File: config.mk
export PLATFORM = sky130hd
export DESIGN_NAME = rtc_time_counter
export DESIGN_NICKNAME = d
export VERILOG_FILES = /design/src/rtl/rtc_time_counter.sv
export SDC_FILE = /design/constraint.sdc
export NUM_CORES = 1
export LEC_CHECK = 0
export CELL_PAD_IN_SITES_DETAIL_PLACEMENT = 0
export CELL_PAD_IN_SITES_GLOBAL_PLACEMENT = 1
export CORE_ASPECT_RATIO = 0.75
export CORE_MARGIN = 4
export CORE_UTILIZATION = 40
export CTS_BUF_LIST = sky130_fd_sc_hd__clkbuf_16
export DETAILED_ROUTE_END_ITERATION = 8
export PLACE_DENSITY_LB_ADDON = 0.25
export SYNTH_ARGS = -nofsm -noshare
export SYNTH_HDL_FRONTEND = slang
export SYNTH_SLANG_ARGS = --single-unit
File: constraint.sdc
create_clock -name clk_i -period 3.4 [get_ports clk_i]
set_clock_uncertainty 0.2 [all_clocks]
set_input_delay 0.68 -clock clk_i [delete_from_list [all_inputs] [get_ports clk_i]]
set_output_delay 0.68 -clock clk_i [all_outputs]
set_load 0.005 [all_outputs]
File: src/rtl/rtc_time_counter.sv
// Real-time clock core: divides clk_i to a 1 Hz tick and keeps a 24-hour BCD
// HH:MM:SS count, with a set mode that advances hours/minutes from push-buttons.
//
//   mode     | meaning
//   ---------+-----------------------------------------------------------
//   MODE_RUN | time advances on each prescaler tick while run_en_i is high
//   MODE_SET | seconds held at 00, button edges advance minutes / hours
module rtc_time_counter #(
    parameter int TICK_DIV = 100000000
) (
    input  logic       clk_i,
    input  logic       rst_i,
    input  logic       run_en_i,
    input  logic       set_mode_i,
    input  logic       inc_hr_i,
    input  logic       inc_min_i,
    output logic [3:0] hr_left_o,
    output logic [3:0] hr_right_o,
    output logic [3:0] min_left_o,
    output logic [3:0] min_right_o,
    output logic [3:0] sec_left_o,
    output logic [3:0] sec_right_o,
    output logic       sec_tick_o
);

    localparam int PW = (TICK_DIV > 1) ? $clog2(TICK_DIV) : 1;
    localparam logic [PW-1:0] PRESC_MAX = PW'(TICK_DIV - 1);

    typedef enum logic {
        MODE_RUN = 1'b0,
        MODE_SET = 1'b1
    } mode_t;

    // The mode register is the second flop of the set_mode_i synchroniser.
    logic    set_s1;
    mode_t   mode;
    logic [2:0] hr_sync;
    logic [2:0] min_sync;
    logic    hr_edge;
    logic    min_edge;

    logic [PW-1:0] presc;
    logic [PW-1:0] presc_nxt;
    logic          tick;

    logic [3:0] hr_l, hr_r, min_l, min_r, sec_l, sec_r;
    logic [3:0] hr_l_n, hr_r_n, min_l_n, min_r_n, sec_l_n, sec_r_n;

    function automatic logic [7:0] inc_base60(input logic [3:0] tens, input logic [3:0] units);
        if (units != 4'd9)
            return {tens, units + 4'd1};
        else if (tens != 4'd5)
            return {tens + 4'd1, 4'd0};
        else
            return 8'h00;
    endfunction

    function automatic logic [7:0] inc_hour(input logic [3:0] tens, input logic [3:0] units);
        if (tens == 4'd2 && units == 4'd3)
            return 8'h00;
        else if (units == 4'd9)
            return {tens + 4'd1, 4'd0};
        else
            return {tens, units + 4'd1};
    endfunction

    assign hr_edge  = hr_sync[1] & ~hr_sync[2];
    assign min_edge = min_sync[1] & ~min_sync[2];

    always_ff @(posedge clk_i or posedge rst_i) begin
        if (rst_i) begin
            set_s1     <= 1'b0;
            mode       <= MODE_RUN;
            hr_sync    <= '0;
            min_sync   <= '0;
            presc      <= '0;
            sec_tick_o <= 1'b0;
            hr_l       <= '0;
            hr_r       <= '0;
            min_l      <= '0;
            min_r      <= '0;
            sec_l      <= '0;
            sec_r      <= '0;
        end else begin
            set_s1     <= set_mode_i;
            mode       <= mode_t'(set_s1);
            hr_sync    <= {hr_sync[1:0], inc_hr_i};
            min_sync   <= {min_sync[1:0], inc_min_i};
            presc      <= presc_nxt;
            sec_tick_o <= tick;
            hr_l       <= hr_l_n;
            hr_r       <= hr_r_n;
            min_l      <= min_l_n;
            min_r      <= min_r_n;
            sec_l      <= sec_l_n;
            sec_r      <= sec_r_n;
        end
    end

    always_comb begin
        presc_nxt = '0;
        tick      = 1'b0;
        hr_l_n    = hr_l;
        hr_r_n    = hr_r;
        min_l_n   = min_l;
        min_r_n   = min_r;
        sec_l_n   = sec_l;
        sec_r_n   = sec_r;
        case (mode)
            MODE_RUN: begin
                if (run_en_i) begin
                    if (presc == PRESC_MAX) begin
                        tick = 1'b1;
                        {sec_l_n, sec_r_n} = inc_base60(sec_l, sec_r);
                        // Carries ripple within the same edge, so 23:59:59 -> 00:00:00 at once.
                        if ({sec_l, sec_r} == 8'h59) begin
                            {min_l_n, min_r_n} = inc_base60(min_l, min_r);
                            if ({min_l, min_r} == 8'h59)
                                {hr_l_n, hr_r_n} = inc_hour(hr_l, hr_r);
                        end
                    end else begin
                        presc_nxt = presc + PW'(1);
                    end
                end
            end
            MODE_SET: begin
                sec_l_n = 4'd0;
                sec_r_n = 4'd0;
                if (min_edge)
                    {min_l_n, min_r_n} = inc_base60(min_l, min_r);
                if (hr_edge)
                    {hr_l_n, hr_r_n} = inc_hour(hr_l, hr_r);
            end
            default: ;
        endcase
    end

    assign hr_left_o   = hr_l;
    assign hr_right_o  = hr_r;
    assign min_left_o  = min_l;
    assign min_right_o = min_r;
    assign sec_left_o  = sec_l;
    assign sec_right_o = sec_r;

endmodule
# == After elaboration in Yosys (flattened, before gate mapping) ==
# Index checks and enable logic that the tools add are counted.
# classes
muxes,40
n_bitwise,5
multipliers,0
n_div,0
eq_ne,17
magnitude_cmp,0
reduce_logical,5
shift,0
add_sub_neg,7
# ops
cell,count
2-to-1 mux 4 bit,22
2-to-1 mux 27 bit,3
2-to-1 mux 8 bit,6
one-hot mux 4 bit (2 select lines),6
adder 27 x 1 -> 27 bit (second input constant),1
equality test 27 bit (second input constant),1
adder 4 x 1 -> 4 bit (second input constant),6
equality test 8 x 7 -> 1 bit (second input constant),2
!= test 2 bit (second input constant),5
equality test 4 x 2 -> 1 bit (second input constant),2
!= test 4 x 3 -> 1 bit (second input constant),2
!= test 4 bit (second input constant),2
AND reduction 5 bit,1
equality test 4 bit (second input constant),1
!= test 2 x 1 -> 1 bit (second input constant),2
AND reduction 4 bit,1
2-to-1 mux 1 bit,3
NOT 1 bit,3
AND reduction 3 bit,1
AND 1 bit,2
AND reduction 2 bit,1
logical AND 1 bit,1
# totals
ff_bits,60
ram_bits,0
rom_bits,0
word_cells,86
memories,0
latchBits,0

# == Longest topological paths before layout ==
# depth
depth_word,8
mapped_depth,9

# == Worst setup path after synthesis ==
# OpenSTA, ideal clock, no wires.
# synth_path
kind,reg2reg
from,reg presc[0]
to,reg min_r[3] (netlist: min_right_o[3])
path_buffers,0
path_slack_ns,0.867
stages_incl_launch_ff,7
setup_ns,0.124
arrival_time_ns,2.209
required_ns,3.076
path_cell_list,dfrtp_1 ha_1 nand3_1 or4_4 or3_4 a221o_1 a211o_1
# synth_between
elab_chain_cells,3
# synth_lines
element,line_no,text
start: declaration,42,logic [PW-1:0] presc;
start signal: assignment,89,presc <= presc_nxt;
equality test 27 bit,112,if (presc == PRESC_MAX) begin
!= test 2 bit (no source line),-,
AND reduction 4 bit (no source line),-,
end signal: assignment,94,min_r <= min_r_n;
end: declaration,46,"logic [3:0] hr_l, hr_r, min_l, min_r, sec_l, sec_r;"
# Every way passes these cells.
# A chain may end at the register's enable or synchronous reset.

# == Worst setup path after layout ==
# layout_path
from,reg presc[0]
to,reg hr_r[2] (netlist: hr_right_o[2])
# layout_between
elab_chain_cells,3
# layout_lines
element,line_no,text
equality test 27 bit,112,
!= test 2 bit (no source line),-,
AND reduction 5 bit (no source line),-,
end signal: assignment,92,hr_r <= hr_r_n;
end: declaration,46,
# Every way passes these cells.

==> key figures <==
Clock tree
  • Hold_buf cts: 0
  • Maximum clock path buffer count: 2
  • Root Driver: clkbuf_16
  • # clock sinks: 60
  • Clock transition at path regs: 50 ps
  • H-tree levels: 3
  • Post-CTS Setup Bufs: 0
  • CTS tree: done
  • CTS buffer count: 9
  • # resized after CTS: 0
  • Clock latency on the worst-skew pair: 320 ps

Yosys
  • Mapped Cells: 292
  • Post-Syn Area per Cell: 10.4 sq um
  • Post-Synthesis Cell Area: 3030 sq um
  • Area leader, netlist: dfrtp_1
  • Area share of the largest cell type after synthesis: 49.6%
  • Top FF cell, synth: dfrtp_1
  • Syn Nets: 307
  • Most numerous cell in the Yosys netlist: dfrtp_1
  • Synth warnings: 0
  • FFs w/ async S/R, synth: 100%
  • Seq/Total Area, Yosys: 49.6%
  • Area contributors post-synth: dfrtp_1 50%, nor2_1 5.3%, xnor2_1 4.9%, ha_1 3.7%, xor2_1 3.5%
  • #FFs+latches synth: 60
  • Netlist cell types: 54
  • Number of synthesized flops with an enable pin: 0
  • Synth top cells by count: 60 x dfrtp_1, 43 x nor2_1, 17 x xnor2_1

Final layout
  • Area of the multi-input gates: 1440 sq um
  • Synthesis-to-layout area growth: 24.5%
  • Ratio of cells with drive above 1 in the final layout: 10.7%
  • # nets final: 346
  • Diodes inserted: 0
  • Register area: 1500 sq um
  • Fillers: 711
  • Fin cells: 437

Pwr
  • Clock power frac: 41.7%
  • Sw Ratio: 25.6%
  • P per Cell Area: 594 nW/um^2
  • Worst VDD drop: 0.000353 V
  • Sequential power share: 40.5%
  • Combinational fraction of design power: 17.8%
  • Lkg Pwr: 1.59 nW
  • P_sw: 573 uW
  • Internal: 1.67 mW

Floorplanning
  • Die height: 83.3 um
  • # rows: 27
  • Die area: 9040 sq um
  • Initial Util: 41.1%
  • Io pins: 31
  • Core area: 7360 sq um
  • Die W: 108 um

Outcome
  • Outcome: complete, no violations

Placed design
  • RePlAce Congestion: 0.784
  • Dpl hpwl: 4210 um
  • Input/output buffers: 30
  • DP Cell Count: 421

STA
  • Tcrit/Tclk final: 82.4%
  • Tmin final: 2800 ps
  • RSZ-0062 raised after global routing: no
  • Post-Route Setup TNS: 0 ps
  • Final Setup Violations: 0
  • Relative slew slack: 49.9%
  • Worst-Margin Slew: 751 ps
  • Hold_ws: 142 ps
  • Hold Fails Final Rpt: 0
  • Max-slew violations: 0
  • Fmax: 0.357 GHz

Setup path
  • Critical path capture point type: flip-flop
  • Startpoint types: flip-flop
  • CP max FO: 9
  • Worst Path Arrival: 2800 ps
  • CP Data Required Time: 3400 ps
  • CP peak stage delay: 630 ps
  • Bufs and invs on worst path: 0
  • Crit path max-delay family: simple AND/OR/NAND/NOR gates
  • CP max-delay cell: or4_4
  • Crit Path Class: reg2reg
  • Cells along the critical path: ha_1, nand3_1, or4_4, nor4_4, o21ai_0, mux2_2

GRT
  • Largest net degree at the start of global routing: 61
  • First-pass GRT wire length: 10600 um
  • Vias in the first global route: 2128
  • Gr usage total: 14.8%
  • Initial antenna violation count: 0
  • Grt ovf: 0

Detailed routing
  • DR iter-0 viols: 98
  • Final wirelength: 6070 um
  • # DRC: 0
  • Vias per inst: 5.05
  • Initial DRT Pass Iterations: 5
  • WL per Instance: 13.9 um
  • Final antenna-violating net count: 0
  • Via Count: 2205

Worst hold path
  • Hold WC Path Type: reg2reg

Run
  • Maxcap violations: 0
## routing by layer
metal  track usage [%]  vias up  wire length, um
met5                 0        -                0
met4              3.44        0               65
met3              5.75        7              231
met2              19.6       34             2550
met1              22.4     1050             3220
li1                  -     1114                -
## state kept, by name (all words and copies together), names as in the netlist
| register | count |
|---|---|
| hr_left_o | 4 |
| hr_right_o | 4 |
| hr_sync | 3 |
| min_left_o | 4 |
| min_right_o | 4 |
| min_sync | 3 |
| mode | 1 |
| presc | 27 |
| sec_left_o | 4 |
| sec_right_o | 4 |
| sec_tick_o | 1 |
| set_s1 | 1 |
## cells in the final DEF (no fill, tap or decap), types with 4 or more instances in the layout
| master | n |
|---|---|
| a21oi_1 | 7 |
| nor4_1 | 7 |
| nand3_1 | 13 |
| dfrtp_1 | 60 |
| nor3_1 | 6 |
| and3_1 | 4 |
| xor2_1 | 12 |
| nor2_1 | 43 |
| clkdlybuf4s50_1 | 30 |
| clkbuf_16 | 9 |
| nand2_1 | 16 |
| buf_4 | 5 |
| o211ai_1 | 4 |
| nor3b_1 | 4 |
| o21ai_0 | 8 |
| mux2_2 | 4 |
| nand4_1 | 8 |
| inv_1 | 15 |
| ha_1 | 9 |
| mux2i_1 | 5 |
| xnor2_1 | 17 |
## worst paths after layout
check                      cells after the start            end  slack, ps   startpoint
setup / recovery                               6  hr_right_o[2]        600     presc[0]
hold / removal                                 0    min_sync[1]        140  min_sync[0]
setup reg to reg                               6  hr_right_o[2]        600     presc[0]
hold reg to reg                                0    min_sync[1]        140  min_sync[0]
max in group asynchronous                      3  sec_left_o[3]       1810        rst_i
min in group asynchronous                      3     hr_sync[1]        690        rst_i
## worst register-to-register path, cell delays in order, from the launching register on
cell	delay [ps]
dfrtp_1	390
ha_1	230
nand3_1	210
or4_4	630
nor4_4	550
o21ai_0	180
mux2_2	290
## cells by family (layout without fill, tap and decap cells)
| logic type | count (synthesis) | after routing | synth area share [%] |
|---|---|---|---|
| and+or+nand+nor | 129 | 129 | 24.3 |
| DFF | 60 | 60 | 49.6 |
| AOI/OAI and AO/OA | 34 | 34 | 8.06 |
| xor gates and xnor gates | 29 | 29 | 8.39 |
| buffers and inverters | 22 | 66 | 2.81 |
| adders and majority gates | 9 | 9 | 3.72 |
| muxes | 9 | 9 | 3.14 |
## power by group through the flow
stage | combinational [mW] | sequential, mW | clock, mW
global route | 0.448 | 0.928 | 0.993
global placement | 0.404 | 0.918 | 0
CTS | 0.406 | 0.909 | 0.959
floorplan | 0.197 | 0.903 | 0
detailed placement | 0.402 | 0.920 | 0
finish | 0.399 | 0.908 | 0.934
## stage by stage
stage | power, mW | cell area (sq um) | setup WS [ps] | utilization, %
6_report | 2.24 | 3770 | 600 | 51.2
5_1_grt | 2.37 | 3770 | 434 | 51.2
4_1_cts | 2.27 | 3770 | 615 | 51.2
3_5_place_dp | 1.32 | 3460 | 310 | 47.0
3_3_place_gp | 1.32 | 3460 | 355 | 47.0
2_1_floorplan | 1.10 | 3030 | 867 | -
## cell type report
| type | count | share of cell area, % |
|---|---|---|
| sequential | 60 | 39.8 |
| multi-input combinational | 210 | 38.2 |
| timing repair buffer | 35 | 8.96 |
| clock buffer | 9 | 5.97 |
| tap | 101 | 3.35 |
| clock inverter | 7 | 2.19 |
| inverter | 15 | 1.49 |
Power figures use the tool's default switching activity.
